<file path="config.mk">
export PLATFORM = sky130hd
export DESIGN_NAME = if_fetch_stage
export DESIGN_NICKNAME = d
export VERILOG_FILES = /design/src/rtl/if_fetch_stage.sv
export SDC_FILE = /design/constraint.sdc
export NUM_CORES = 1
export LEC_CHECK = 0
export CAP_MARGIN = 20
export CORE_UTILIZATION = 40
export DETAILED_ROUTE_END_ITERATION = 10
export HOLD_SLACK_MARGIN = 0.1
export PLACE_DENSITY = 0.77
export SYNTH_ARGS = -nofsm -noshare
export SYNTH_HDL_FRONTEND = slang
export SYNTH_SLANG_ARGS = --single-unit
export TNS_END_PERCENT = 5
</file>
<file path="constraint.sdc">
create_clock -name clk -period 1.85 [get_ports clk]
set_clock_uncertainty 0.1 [all_clocks]
set_input_delay 0.4625 -clock clk [delete_from_list [all_inputs] [get_ports clk]]
set_output_delay 0.4625 -clock clk [all_outputs]
set_load 0.05 [all_outputs]
</file>
<file path="src/rtl/if_fetch_stage.sv">
// Instruction-fetch stage: PC owner, single-outstanding imem fetch,
// one-entry output buffer feeding IF/ID, with stall and redirect handling.
module if_fetch_stage #(
  parameter logic [31:0] RESET_PC  = 32'h0000_0000,
  parameter logic [31:0] NOP_INSTR = 32'h0000_0013
) (
  input  logic        clk,
  input  logic        clear,
  input  logic        stall,
  input  logic        redirect,
  input  logic [31:0] redirect_pc,
  output logic        imem_req_valid,
  output logic [31:0] imem_req_addr,
  input  logic        imem_req_ready,
  input  logic        imem_resp_valid,
  input  logic [31:0] imem_resp_data,
  output logic [31:0] instr_if,
  output logic [31:0] pc_if,
  output logic [31:0] pc_plus4_if,
  output logic        instr_valid_if
);

  typedef enum logic {
    S_REQ,
    S_WAIT
  } state_e;

  state_e      state_q, state_d;
  logic [31:0] pc_q, pc_d;
  logic        kill_q, kill_d;
  logic        buf_valid_q, buf_valid_d;
  logic [31:0] buf_instr_q, buf_instr_d;
  logic [31:0] buf_pc_q, buf_pc_d;
  logic        consume;

  assign consume = buf_valid_q & ~stall & ~redirect;

  assign imem_req_valid = (state_q == S_REQ)
                        & (~buf_valid_q | consume)
                        & ~redirect & clear;
  assign imem_req_addr  = pc_q;

  assign instr_if       = buf_valid_q ? buf_instr_q : NOP_INSTR;
  assign pc_if          = buf_pc_q;
  assign pc_plus4_if    = buf_pc_q + 32'd4;
  assign instr_valid_if = buf_valid_q;

  always_comb begin
    state_d     = state_q;
    pc_d        = pc_q;
    kill_d      = kill_q;
    buf_valid_d = buf_valid_q;
    buf_instr_d = buf_instr_q;
    buf_pc_d    = buf_pc_q;
    if (redirect) begin
      // A redirect outranks stall and any response landing this cycle
      pc_d        = redirect_pc;
      buf_valid_d = 1'b0;
      if (state_q == S_WAIT) begin
        if (imem_resp_valid) begin
          state_d = S_REQ;
          kill_d  = 1'b0;
        end else begin
          kill_d  = 1'b1;
        end
      end
    end else begin
      if (consume) buf_valid_d = 1'b0;
      unique case (state_q)
        S_REQ: begin
          if (imem_req_valid && imem_req_ready) state_d = S_WAIT;
        end
        S_WAIT: begin
          if (imem_resp_valid) begin
            state_d = S_REQ;
            if (kill_q) begin
              kill_d = 1'b0;
            end else begin
              buf_valid_d = 1'b1;
              buf_instr_d = imem_resp_data;
              buf_pc_d    = pc_q;
              pc_d        = pc_q + 32'd4;
            end
          end
        end
        default: state_d = S_REQ;
      endcase
    end
  end

  always_ff @(posedge clk) begin
    if (!clear) begin
      state_q     <= S_REQ;
      pc_q        <= RESET_PC;
      kill_q      <= 1'b0;
      buf_valid_q <= 1'b0;
      buf_instr_q <= NOP_INSTR;
      buf_pc_q    <= RESET_PC;
    end else begin
      state_q     <= state_d;
      pc_q        <= pc_d;
      kill_q      <= kill_d;
      buf_valid_q <= buf_valid_d;
      buf_instr_q <= buf_instr_d;
      buf_pc_q    <= buf_pc_d;
    end
  end

endmodule

</file>
==> summary.md, run 1 <==
| Metric | Value |
|---|---|
| Status | `complete, but fails checks` |
| Failing checks | `setup timing` |
| Power, Total | `5140 µW` |
| Top cells by area, synth | `dfxtp_1 (39%), nand2_1 (12%), a21boi_0 (8.5%)` |
| Routed len/inst | `18.2 µm` |
| Global-route usage over all layers | `0.291` |
| Inst Count DP | `between 1000 and 1500` |
| Crit path launch | `pc_if[4]$_SDFFE_PN0P_` |
| Setup violations, final | `35` |
| R2R Path Start | `imem_req_addr[3]$_SDFFE_PN0P_` |
| Non-Filler Instances | `1102` |
| MaxCap Viol Count | `0` |
| Number of vias per cell | `5.41` |
| Chip Height | `115 µm` |
| Slew Limit Headroom | `0.694` |
| TritonRoute pass-1 iters | `8` |
| Clock latency on the worst-skew pair | `0.35 ns` |
| Final RePlAce weighted congestion | `0.865` |
| GRT met3 Usage | `0.0485` |
| Highest-delay cell along the critical path | `dfxtp_4` |
| Pin count of the biggest net entering global routing | `100` |
| Post-Route WL | `around 20000 µm` |
| Most frequent cells in the layout | `nand2_1 (154), buf_12 (121), buf_4 (113), dfxtp_1 (69), clkdlybuf4s50_1 (66)` |
| DRC | `0` |
| R2R setup slack | `-0.14 ns` |
| FP Rows | `40` |
| Synthesis warning total | `0` |
| Setup crit start kind | `register` |
| Largest area contributor in the netlist | `dfxtp_1` |
| CTS max path bufs | `2` |
| Gr busiest metal | `met2` |
| Inserted Clock Buffers | `9` |
| Hold wc startpoint | `buf_instr_q[23]$_SDFFE_PN0P_` |
| CP max FO | `5` |
| M1 GR Usage | `0.339` |
| Io pins | `200` |
| Synthesized netlist cell count | `651` |
| Peak Freq | `390 MHz` |
| Die Width | `approximately 120 µm` |
| Register bit count reported by yosys | `99` |
| Leakage power | `0.00409 µW` |
| Place WS | `-0.627 ns` |
| I/O Buffers | `199` |
| DRT iter0 DRCs | `479` |
| Initial Utilization | `0.417` |
| Worst setup path class | `register to primary output` |
| Area grow syn2layout | `101%` |
| Syn nets | `723` |
| Vias in the first global route | `~5900` |
| Root buf cell | `clkbuf_16` |
| Antenna-violating nets left | `0` |
| Worst-Margin Slew | `0.459 ns` |
| DP HPWL | `14600 µm` |
| Required @ worst endpoint | `1.29 ns` |
| P_sw | `1380 µW` |
| Pint | `3760 µW` |
| Hold Vio Cnt, Final | `0` |
| First-pass GRT wire length | `29800 µm` |
| Sequential share of power | `0.437` |
| Post-synth top area share | `0.387` |
| Post-synthesis sequential area ratio | `0.387` |
| Die area | `0.0132 mm²` |
| CTS Hold Buffers Added | `0` |
| Clock power frac | `0.372` |
| GR Layer Usage met2 | `0.526` |
| Crit path largest cell delay | `0.35 ns` |
| Crit path arrival time | `2.00 ns` |
| Min-delay worst type | `register to register` |
| Clock Sinks | `a little under 100` |
| Top delay family on crit path | `simple AND/OR/NAND/NOR gates` |
| CORE AREA | `0.0123 mm²` |
| Tcrit/Tclk final | `1.38` |
| CP endpoint kind | `primary output` |
| Buf/Inv on CP | `3` |
| Setup ws final | `-0.711 ns` |
| Worst IR Drop VDD | `0.536 mV` |
| P per Cell Area | `~500 mW/mm²` |
| Final instance area | `0.0103 mm²` |
| Net Sw Frac | `0.268` |
| Clock Pin Slew Worst Setup and Hold Paths | `0.07 ns` |
| Final core occ | `0.840` |
| Vias | `5957` |
| Total grt overflow | `0` |
| Final Net Count | `1000` |
| Layout cell share with drive strength beyond 1 | `0.405` |
| Placed Area | `about 0.0096 mm²` |
| CTS tree | `built` |
| Syn_area_per_cell | `7.86 µm²` |
| Cell Area, Synth | `0.00511 mm²` |
| RSZ-0062 raised after global routing | `yes` |
| Number of slew-limit violations in the final report | `0` |
| Initial antenna violation count | `0` |
| Synth cell types | `47` |
| H-tree Lvls | `3` |
| Comb pwr share | `0.190` |
| Commonest non-fill, non-tap cell in the layout | `nand2_1` |
| CP Cell Sequence | `and4_4 -> nand4_1 -> buf_2 -> nor3_2 -> buf_4 -> xor2_4 -> buf_12` |
| Final worst path period need | `2.56 ns` |
## layout make-up
class,count,area (µm²)
diodes,1,2.50
clock buffers,11,243
clock inverters,5,60.1
fillers,657,1960
inverters,7,30.0
multi-input cells,500,3650
flip-flops and latches,99,2050
well taps,168,210
repair buffers,311,4050
## tightest hold or removal path, cell delays in order (launching register included)
cell and delay (ns):
dfxtp_1 0.31, nand2_1 0.05, a21boi_0 0.06
## stage by stage
stage / hold WS (ns) / setup TNS (ns)
final: 0.365 / -15.81
after global routing: 0.394 / -17.66
after CTS: 0.362 / -17.47
after detailed placement: 0.352 / -36.60
after global placement: 0.344 / -31.07
after floorplan: 0.332 / -22.56
## kinds of logic (layout without fill, tap and decap cells)
group                    count (synthesis)  after routing  share of synthesized area
XOR/XNOR                                37             37                     0.0634
flip-flops                              99             99                      0.387
multiplexers                             3              3                    0.00587
AND/OR/NAND/NOR                        333            333                      0.329
adder cells (fa/ha/maj)                  2              2                    0.00489
AO/OA/AOI/OAI                          125            125                      0.169
buffers and inverters                   52            334                     0.0408
other                                    0              1                          0
## flip-flops by register name (all words and copies together), names as in the netlist
register and cells:
buf_instr_q 32, pc_if 32, state_q 1, imem_req_addr 32, instr_valid_if 1, kill_q 1
## cell usage after synthesis (all sizes together)
library cell / instances
nor3: 21
nand4b: 1
nand4: 16
mux2i: 3
nor2: 13
o21a: 1
nor3b: 5
and2: 31
inv: 6
buf: 5
nor4b: 3
clkinv: 1
o211a: 5
or2: 1
ha: 2
o21ai: 23
a21o: 3
nand3b: 2
a21boi: 61
o31ai: 1
o211ai: 2
a211o: 1
or3: 2
a31oi: 6
and3: 7
nand3: 26
dfxtp: 99
nor2b: 8
o311a: 1
or4: 2
and3b: 1
clkbuf: 40
nand2b: 6
and4: 14
xor2: 16
xnor2: 21
a211oi: 5
nand2: 159
a311oi: 4
nor4: 15
a21oi: 12
## path summary, 6_finish.rpt
check	to	cells past startpoint
setup / recovery	pc_plus4_if[21]	7
hold / removal	buf_instr_q[23]$_SDFFE_PN0P_	2
setup reg to reg	imem_req_addr[16]$_SDFFE_PN0P_	5
hold reg to reg	buf_instr_q[23]$_SDFFE_PN0P_	2
## per-layer routing
metal | share of wire | up-vias
met3 | 0.059 | 61
li1 | - | 2816
met1 | 0.38 | 2835
met4 | 0.035 | 0
met5 | 0 | -
met2 | 0.53 | 245
## repair_timing
action                                  4_1_cts  5_1_grt
gates resized for setup                      15       62
setup buffers                                 2        6
pin swaps                                    11       14
endpoints found under the setup margin       48      133
gates cloned                                  0        1
## power groups by stage
stage          Sequential, µW  Clock, µW  Combinational, µW
2_1_floorplan            2470          0                218
3_3_place_gp             2290          0                943
3_5_place_dp             2290          0                961
4_1_cts                  2240       1950                968
5_1_grt                  2250       2040               1020
6_report                 2250       1910                978
(Power assumes the default switching activity.)
==> inputs of run 2 (changes only) <==
--- a/config.mk
+++ b/config.mk
@@ -5,7 +5,7 @@
 export SDC_FILE = /design/constraint.sdc
 export NUM_CORES = 1
 export LEC_CHECK = 0
-export CAP_MARGIN = 20
+export CAP_MARGIN = 15
 export CORE_UTILIZATION = 40
 export DETAILED_ROUTE_END_ITERATION = 10
 export HOLD_SLACK_MARGIN = 0.1
==> results of run 2 <==
No change in the layout: final DEF, timing and power equal those of run 1.
